==> config.mk <==
export PLATFORM = sky130hd
export DESIGN_NAME = mc_operand_server
export DESIGN_NICKNAME = d
export VERILOG_FILES = /design/src/rtl/mc_pkg.sv /design/src/rtl/mc_data_ram.sv /design/src/rtl/mc_operand_server.sv
export SDC_FILE = /design/constraint.sdc
export NUM_CORES = 2
export LEC_CHECK = 0
export BUFFER_PORTS_ARGS = -buffer_cell sky130_fd_sc_hd__buf_4
export CAP_MARGIN = 0
export CORE_AREA = 2 2 492 591
export DETAILED_ROUTE_END_ITERATION = 12
export DIE_AREA = 0 0 494 593
export GPL_ROUTABILITY_DRIVEN = 0
export PLACE_DENSITY = 0.45
export SLEW_MARGIN = 15
export SYNTH_ARGS = -nofsm -noshare
export SYNTH_HDL_FRONTEND = slang
export SYNTH_SLANG_ARGS = --single-unit
==> constraint.sdc <==
create_clock -name ctrl_clk -period 6.2 [get_ports ctrl_clk]
set_input_delay 0.93 -clock ctrl_clk [delete_from_list [all_inputs] [get_ports ctrl_clk]]
set_output_delay 0.93 -clock ctrl_clk [all_outputs]
set_load 0.01 [all_outputs]
==> src/rtl/mc_pkg.sv <==
// rtl/mc_pkg.sv - condition codes and state encoding shared with core control
package mc_pkg;

   localparam logic [3:0] COND_IDLE  = 4'b0000;
   localparam logic [3:0] COND_TRANS = 4'b1100;
   localparam logic [3:0] COND_PROC  = 4'b1111;
   localparam logic [3:0] COND_DONE  = 4'b1110;

   typedef enum logic [2:0] {
      ST_IDLE    = 3'd0,
      ST_STORE   = 3'd1,
      ST_FETCH   = 3'd2,
      ST_STAGED  = 3'd3,
      ST_RUN     = 3'd4,
      ST_DRAINED = 3'd5
   } mc_state_t;

endpackage

==> src/rtl/mc_data_ram.sv <==
// rtl/mc_data_ram.sv - single-port synchronous-read RAM, write-first
module mc_data_ram #(
   parameter int DATA_W = 32,
   parameter int ADDR_W = 6,
   parameter int DEPTH  = 64
) (
   input  logic              i_clk,
   input  logic              i_we,
   input  logic [ADDR_W-1:0] i_addr,
   input  logic [DATA_W-1:0] i_wdata,
   output logic [DATA_W-1:0] o_rdata
);

   logic [DATA_W-1:0] r_mem [DEPTH];

   always_ff @(posedge i_clk) begin
      if (i_we) begin
         r_mem[i_addr] <= i_wdata;
         o_rdata       <= i_wdata;
      end else begin
         o_rdata       <= r_mem[i_addr];
      end
   end

endmodule

==> src/rtl/mc_operand_server.sv <==
// rtl/mc_operand_server.sv - stores a DMA batch, then serves it back as operand pairs
module mc_operand_server
   import mc_pkg::*;
#(
   parameter int DATA_W = 32,
   parameter int ADDR_W = 6,
   parameter int DEPTH  = 64
) (
   input  logic              ctrl_clk,
   input  logic              ctrl_reset,
   input  logic              mc_we,
   input  logic [ADDR_W-1:0] mc_data_address_in,
   input  logic [3:0]        ctrl_data_contition,
   input  logic [DATA_W-1:0] data_in,
   input  logic              data_in_valid,
   output logic [DATA_W-1:0] procc_opa,
   output logic [DATA_W-1:0] procc_opb,
   output logic              mc_cont_procc,
   output logic              mc_data_done,
   output logic              mc_err,
   output logic [ADDR_W:0]   mc_word_count
);

   mc_state_t         r_state, w_state_nxt;
   logic [ADDR_W-1:0] r_base, r_rd_ptr, r_pairs_left;
   logic [ADDR_W:0]   r_wr_ptr, r_count;
   logic              r_fetch_busy;
   logic [1:0]        r_phase;
   logic [DATA_W-1:0] r_stage_a, r_stage_b, r_opa, r_opb;
   logic              r_stage_valid, r_err, r_done;

   logic              w_restart, w_store_wr, w_store_ovf, w_store_exit;
   logic              w_issue, w_run_done, w_fetch_start, w_underrun, w_last_odd;
   logic              w_ram_we;
   logic [ADDR_W-1:0] w_ram_addr, w_rd_addr;
   logic [DATA_W-1:0] w_ram_rdata;
   logic [ADDR_W+1:0] w_count_p1;

   always_comb begin
      w_state_nxt  = r_state;
      w_restart    = 1'b0;
      w_store_wr   = 1'b0;
      w_store_ovf  = 1'b0;
      w_store_exit = 1'b0;
      w_issue      = 1'b0;
      w_run_done   = 1'b0;
      case (r_state)
         ST_IDLE, ST_DRAINED: begin
            if (mc_we) begin
               w_restart   = 1'b1;
               w_state_nxt = ST_STORE;
            end
         end
         ST_STORE: begin
            if (mc_we) begin
               // wr_ptr bit ADDR_W set means the top word is already written; no wrap
               if (data_in_valid && !r_wr_ptr[ADDR_W]) w_store_wr  = 1'b1;
               if (data_in_valid &&  r_wr_ptr[ADDR_W]) w_store_ovf = 1'b1;
            end else if (ctrl_data_contition == COND_TRANS) begin
               w_store_exit = 1'b1;
               w_state_nxt  = (r_count == '0) ? ST_DRAINED : ST_FETCH;
            end
         end
         ST_FETCH: begin
            if (r_phase == 2'd2) w_state_nxt = ST_STAGED;
         end
         ST_STAGED: begin
            if (ctrl_data_contition == COND_PROC) begin
               w_issue     = 1'b1;
               w_state_nxt = ST_RUN;
            end
         end
         ST_RUN: begin
            if (ctrl_data_contition == COND_DONE) begin
               w_run_done  = 1'b1;
               w_state_nxt = r_stage_valid ? ST_STAGED : ST_DRAINED;
            end
         end
         default: w_state_nxt = ST_IDLE;
      endcase
   end

   always_ff @(posedge ctrl_clk or posedge ctrl_reset) begin
      if (ctrl_reset) r_state <= ST_IDLE;
      else            r_state <= w_state_nxt;
   end

   assign w_fetch_start = (w_store_exit && (r_count != '0)) ||
                          (w_issue && (r_pairs_left != '0));
   assign w_underrun    = w_run_done && !r_stage_valid && (r_pairs_left != '0);
   assign w_last_odd    = (r_pairs_left == ADDR_W'(1)) && r_count[0];
   assign w_count_p1    = {1'b0, r_count} + (ADDR_W+2)'(1);

   assign w_ram_we   = (w_restart && data_in_valid) || w_store_wr;
   assign w_rd_addr  = (r_phase == 2'd1) ? r_rd_ptr + ADDR_W'(1) : r_rd_ptr;
   assign w_ram_addr = w_restart  ? mc_data_address_in :
                       w_store_wr ? r_wr_ptr[ADDR_W-1:0] : w_rd_addr;

   mc_data_ram #(
      .DATA_W (DATA_W),
      .ADDR_W (ADDR_W),
      .DEPTH  (DEPTH)
   ) u_ram (
      .i_clk   (ctrl_clk),
      .i_we    (w_ram_we),
      .i_addr  (w_ram_addr),
      .i_wdata (data_in),
      .o_rdata (w_ram_rdata)
   );

   always_ff @(posedge ctrl_clk or posedge ctrl_reset) begin
      if (ctrl_reset) begin
         r_base        <= '0;
         r_wr_ptr      <= '0;
         r_rd_ptr      <= '0;
         r_count       <= '0;
         r_pairs_left  <= '0;
         r_fetch_busy  <= 1'b0;
         r_phase       <= 2'd0;
         r_stage_a     <= '0;
         r_stage_b     <= '0;
         r_stage_valid <= 1'b0;
         r_opa         <= '0;
         r_opb         <= '0;
         r_err         <= 1'b0;
         r_done        <= 1'b0;
      end else begin
         if (w_restart) begin
            r_base   <= mc_data_address_in;
            r_wr_ptr <= {1'b0, mc_data_address_in} + {{ADDR_W{1'b0}}, data_in_valid};
            r_count  <= {{ADDR_W{1'b0}}, data_in_valid};
            r_err    <= 1'b0;
            r_done   <= 1'b0;
         end
         if (w_store_wr) begin
            r_wr_ptr <= r_wr_ptr + (ADDR_W+1)'(1);
            if (r_count != (ADDR_W+1)'(DEPTH)) r_count <= r_count + (ADDR_W+1)'(1);
         end
         if (w_store_ovf) r_err <= 1'b1;
         if (w_store_exit) begin
            r_rd_ptr     <= r_base;
            r_pairs_left <= w_count_p1[ADDR_W:1];
            if (r_count == '0) r_done <= 1'b1;
         end

         // three-phase fetch: address, capture A / address+1, capture B
         if (w_fetch_start) begin
            r_fetch_busy <= 1'b1;
            r_phase      <= 2'd0;
         end else if (r_fetch_busy) begin
            case (r_phase)
               2'd0: r_phase <= 2'd1;
               2'd1: begin
                  r_stage_a <= w_ram_rdata;
                  r_phase   <= 2'd2;
               end
               default: begin
                  r_stage_b     <= w_last_odd ? '0 : w_ram_rdata;
                  r_stage_valid <= 1'b1;
                  r_rd_ptr      <= r_rd_ptr + ADDR_W'(2);
                  r_pairs_left  <= r_pairs_left - ADDR_W'(1);
                  r_fetch_busy  <= 1'b0;
                  r_phase       <= 2'd0;
               end
            endcase
         end

         if (w_issue) begin
            r_opa         <= r_stage_a;
            r_opb         <= r_stage_b;
            r_stage_valid <= 1'b0;
         end
         if (w_run_done && !r_stage_valid) begin
            r_done       <= 1'b1;
            r_fetch_busy <= 1'b0;
            r_phase      <= 2'd0;
            if (w_underrun) r_err <= 1'b1;
         end
      end
   end

   assign procc_opa     = r_opa;
   assign procc_opb     = r_opb;
   assign mc_cont_procc = r_stage_valid;
   assign mc_data_done  = r_done;
   assign mc_err        = r_err;
   assign mc_word_count = r_count;

endmodule
==> out/summary.log <==
qor: synth.yosysTopAreaCell sky130_fd_sc_hd__edfxtp_1
qor: route.routed_wirelength 263,000 um
qor: global_routing.antenna_found_initial 26
qor: synth.ys_warn_count 0
qor: sta.report.final.slew_viol_count 0
qor: placed_design.detailed_place.area 0.0925 mm^2
qor: cells_and_area.area_growth 16.3%
qor: floorplanning.ios 120
qor: route.detail_route.wl_per_cell 29.4 um
qor: global_routing.grt_start_max_net_pins 106
qor: cells_and_area.num-nets-final 4,975
qor: global_routing.grt_pass1_vias 45,100
qor: sta.tightestPinTransition 1.16 ns
qor: route.antenna_left 0
qor: power.comb_power_share 28.4%
qor: clocking.clk-insertion-delay-late 0.91 ns
qor: clocking.ctsResizeCount 0
qor: floorplanning.initial_utilization 29.9%
qor: power.p_seq_share 40.6%
qor: setup_path.critical_path.startpoint_type flip-flop
qor: route.remaining_drc_errors 0
qor: setup_path.critical_path_depth 8
qor: power.power.switching 14.8 mW
qor: synth.synth_area 0.0858 mm^2
qor: power.cellInternalPower 29.0 mW
qor: floorplanning.die_area 0.293 mm^2
qor: setup_path.worst_r2r_startpoint r_state[0]$_DFFE_PP0P_
qor: setup_path.maximum_fanout_along_the_worst_path 18
qor: placed_design.detailed_place_hpwl 165,000 um
qor: power.power_per_cell_area 438 mW/mm^2
qor: power.power_frac_clock 31.1%
qor: cells_and_area.final_util 34.7%
qor: floorplanning.core 0.288 mm^2
qor: clocking.tritoncts_clock_tree built
qor: cells_and_area.drive_gt1_share 19.2%
qor: synth.netlist.area_leader.share 71.6%
qor: min_path.min_path_type in -> async
qor: synth.synth.avg_cell_area 18.4 um^2
qor: sta.rsz_0062_raised_after_global_routing no
qor: setup_path.cells_along_the_critical_path nor3b_4, nand4b_4, o21a_1, a21boi_2, inv_1, or3_1, nor2_4, buf_4
qor: setup_path.setup.worst_path.end_class flip-flop
qor: synth.synth-edff-count 2,048
qor: sta.final_critical_delay_including_setup_and_external_delays 4.46 ns
qor: route.first_pass_iters 7
qor: synth.proportion_of_synthesized_flip_flops_having_asynchronous_set_or_reset 7.60%
qor: power.p_leak 33.6 nW
qor: sta.final_setup_violation_count 0
qor: floorplanning.die_width 494 um
qor: placed_design.place.port_buffers 119
qor: global_routing.grt_first_pass_wirelength 367,000 um
qor: clocking.cts_root_buf sky130_fd_sc_hd__clkbuf_16
qor: sta.final-hold-violation-count 0
qor: synth.syn_inst 4,658
qor: setup_path.timing.setup.critical_path_class reg -> reg
qor: clocking.clk_transition_reported_paths 0.06 ns
qor: setup_path.critical_path.slowest_cell sky130_fd_sc_hd__or3_1
qor: synth.synth_flop_cell sky130_fd_sc_hd__edfxtp_1
qor: synth.largest_cells_by_area_after_synthesis sky130_fd_sc_hd__edfxtp_1 (72%), sky130_fd_sc_hd__mux2i_1 (7.2%), sky130_fd_sc_hd__mux4_2 (5.5%)
qor: sta.fin_hold_ws 0.132 ns
qor: global_routing.grt_usage 17.6%
qor: route.detail_route.iter0.violations 3,620
qor: floorplanning.die_height 593 um
qor: clocking.cts-hold-fix-buffers 0
qor: outcome.outcome finished clean
qor: setup_path.worst-endpoint-required 6.77 ns
qor: clocking.clk_path_buf_depth 4
qor: clocking.cts-htree-levels 4
qor: setup_path.crit-reg2reg-capture u_ram.r_mem[7][2]$_DFFE_PP_
qor: power.vdd_drop_max 0.329 mV
qor: synth.synth_nets 4,713
qor: cells_and_area.final_cells 8,934
qor: power.fraction_of_power_spent_switching_nets 33.7%
qor: clocking.post-cts-setup-buffers 0
qor: sta.maxClockFrequency 0.224 GHz
qor: job.max-cap-violations 0
qor: sta.finClkSkew 0.0723 ns
qor: sta.layout_worst_path_cycle_share 71.9%
qor: setup_path.ff2ff_setup_slack 1.74 ns
qor: placed_design.place_inst 8,501
qor: clocking.cts_inserted_buffers 231
qor: cells_and_area.design_area 0.0998 mm^2
qor: sta.worst_slew_margin_rel 22.3%
qor: setup_path.cpPeakStageDelay 0.75 ns
qor: route.route.detailed.vias_per_inst 4.95
qor: sta.finalSetupTns 0 ns
qor: synth.yosys_register_bits 2,223
qor: synth.sequential_area_share_after_synthesis 76.7%
qor: setup_path.cp_top_family simple AND/OR/NAND/NOR gates
qor: setup_path.crit_path_arrival_time 5.03 ns
qor: route.via_count 44,200
qor: clocking.cts_sinks 2,223
qor: setup_path.critPathBufInv 2
qor: floorplanning.rows 216
qor: setup_path.timing.reg2reg.worst_path_depth 8
qor: synth.netlist-cell-type-count 69
qor: global_routing.grt.overflow.total 0
## flip-flops by register name, summed over array words and instances, names as in the netlist, 2 cells and up, named ones only
register	count
r_base	6
procc_opa	32
r_pairs_left	6
r_stage_a	32
r_rd_ptr	6
mc_word_count	7
u_ram.r_mem	2048
procc_opb	32
r_phase	2
r_state	3
r_stage_b	32
r_wr_ptr	7
## placed cells by master, fill, tap and decap left out, drive strengths merged, types with 18 or more instances in the layout
master / synthesis / routed
edfxtp: 2048 / 2048
mux2i: 620 / 620
clkbuf: 112 / 284
buf: 142 / 283
a22oi: 271 / 271
nand2: 243 / 243
mux4: 209 / 209
nand3: 182 / 182
dfrtp: 169 / 169
a21oi: 133 / 133
nor2: 130 / 130
clkinv: 1 / 112
o21ai: 86 / 86
mux2: 68 / 68
nand4: 57 / 57
inv: 18 / 21
bufinv: 0 / 18
## per-stage QoR
step / total power [mW] / worst slack, ns
after floorplan: 24.8 / 0.695
after global placement: 30.7 / 1.46
after detailed placement: 30.7 / 1.54
after CTS: 44.3 / 1.73
after global routing: 45.4 / 1.47
final: 43.8 / 1.74
## Yosys cell counts (7+ instances only)
cell type                  instances
sky130_fd_sc_hd__a22oi_1         271
sky130_fd_sc_hd__nand2b_1          7
sky130_fd_sc_hd__nor2b_1          15
sky130_fd_sc_hd__inv_1            17
sky130_fd_sc_hd__nand2_1         243
sky130_fd_sc_hd__nand4_1          57
sky130_fd_sc_hd__nor2_1          130
sky130_fd_sc_hd__o22ai_1          11
sky130_fd_sc_hd__nand3_1         182
sky130_fd_sc_hd__buf_2           113
sky130_fd_sc_hd__ha_1              9
sky130_fd_sc_hd__nor3_1           11
sky130_fd_sc_hd__mux2_2           67
sky130_fd_sc_hd__o21ai_0          86
sky130_fd_sc_hd__buf_1            18
sky130_fd_sc_hd__clkbuf_1        112
sky130_fd_sc_hd__mux2i_1         620
sky130_fd_sc_hd__a21oi_1         133
sky130_fd_sc_hd__nand3b_1          9
sky130_fd_sc_hd__dfrtp_1         169
sky130_fd_sc_hd__or3_1             7
sky130_fd_sc_hd__buf_4            10
sky130_fd_sc_hd__mux4_2          209
sky130_fd_sc_hd__edfxtp_1       2048
## worst max-delay path by stage
| stage | startpoint | endpoint |
|---|---|---|
| after detailed placement | mc_we | u_ram.r_mem[53][0]$_DFFE_PP_ |
| after CTS | r_state[2]$_DFFE_PP0P_ | u_ram.r_mem[37][0]$_DFFE_PP_ |
| after global placement | mc_we | u_ram.r_mem[29][3]$_DFFE_PP_ |
| final | r_state[0]$_DFFE_PP0P_ | u_ram.r_mem[7][2]$_DFFE_PP_ |
| after floorplan | ctrl_reset | mc_cont_procc$_DFFE_PP0P_ |
| after global routing | r_state[2]$_DFFE_PP0P_ | u_ram.r_mem[37][13]$_DFFE_PP_ |
## power groups by stage
stage	clock network, mW	logic, mW	registers [mW]
2_1_floorplan	0	7.14	17.7
3_3_place_gp	0	12.6	18.1
3_5_place_dp	0	12.6	18.1
4_1_cts	13.9	12.7	17.8
5_1_grt	14.5	13.1	17.8
6_report	13.6	12.4	17.7
## per-layer routing
layer  track usage, %  wire [um]  vias to the layer above
met1             22.0     107000                    23600
met3             2.02       9890                      319
met2             31.7     137000                     1033
met4             5.69       8660                        6
met5                0         45                        -
li1                 -          -                    19300
## kinds of logic after synthesis
kind of cell | after synthesis | share of synthesized area [%]
flip-flops | 2223 | 76.7
multiplexers | 897 | 13.6
AND/OR/NAND/NOR | 688 | 3.74
AO/OA/AOI/OAI | 556 | 4.29
buffers and inverters | 273 | 1.41
XOR/XNOR | 12 | 0.122
adder cells (fa/ha/maj) | 9 | 0.131
## area by class of cell
class	count	area (um^2)
clock buffers	284	6110
clock inverters	136	1180
well taps	3815	4770
fillers	27200	188000
multi-input cells	2162	19400
diodes	12	30.0
inverters	19	76.3
repair buffers	283	2430
flip-flops and latches	2223	65900
No activity file was read; power rests on OpenSTA's default activity.
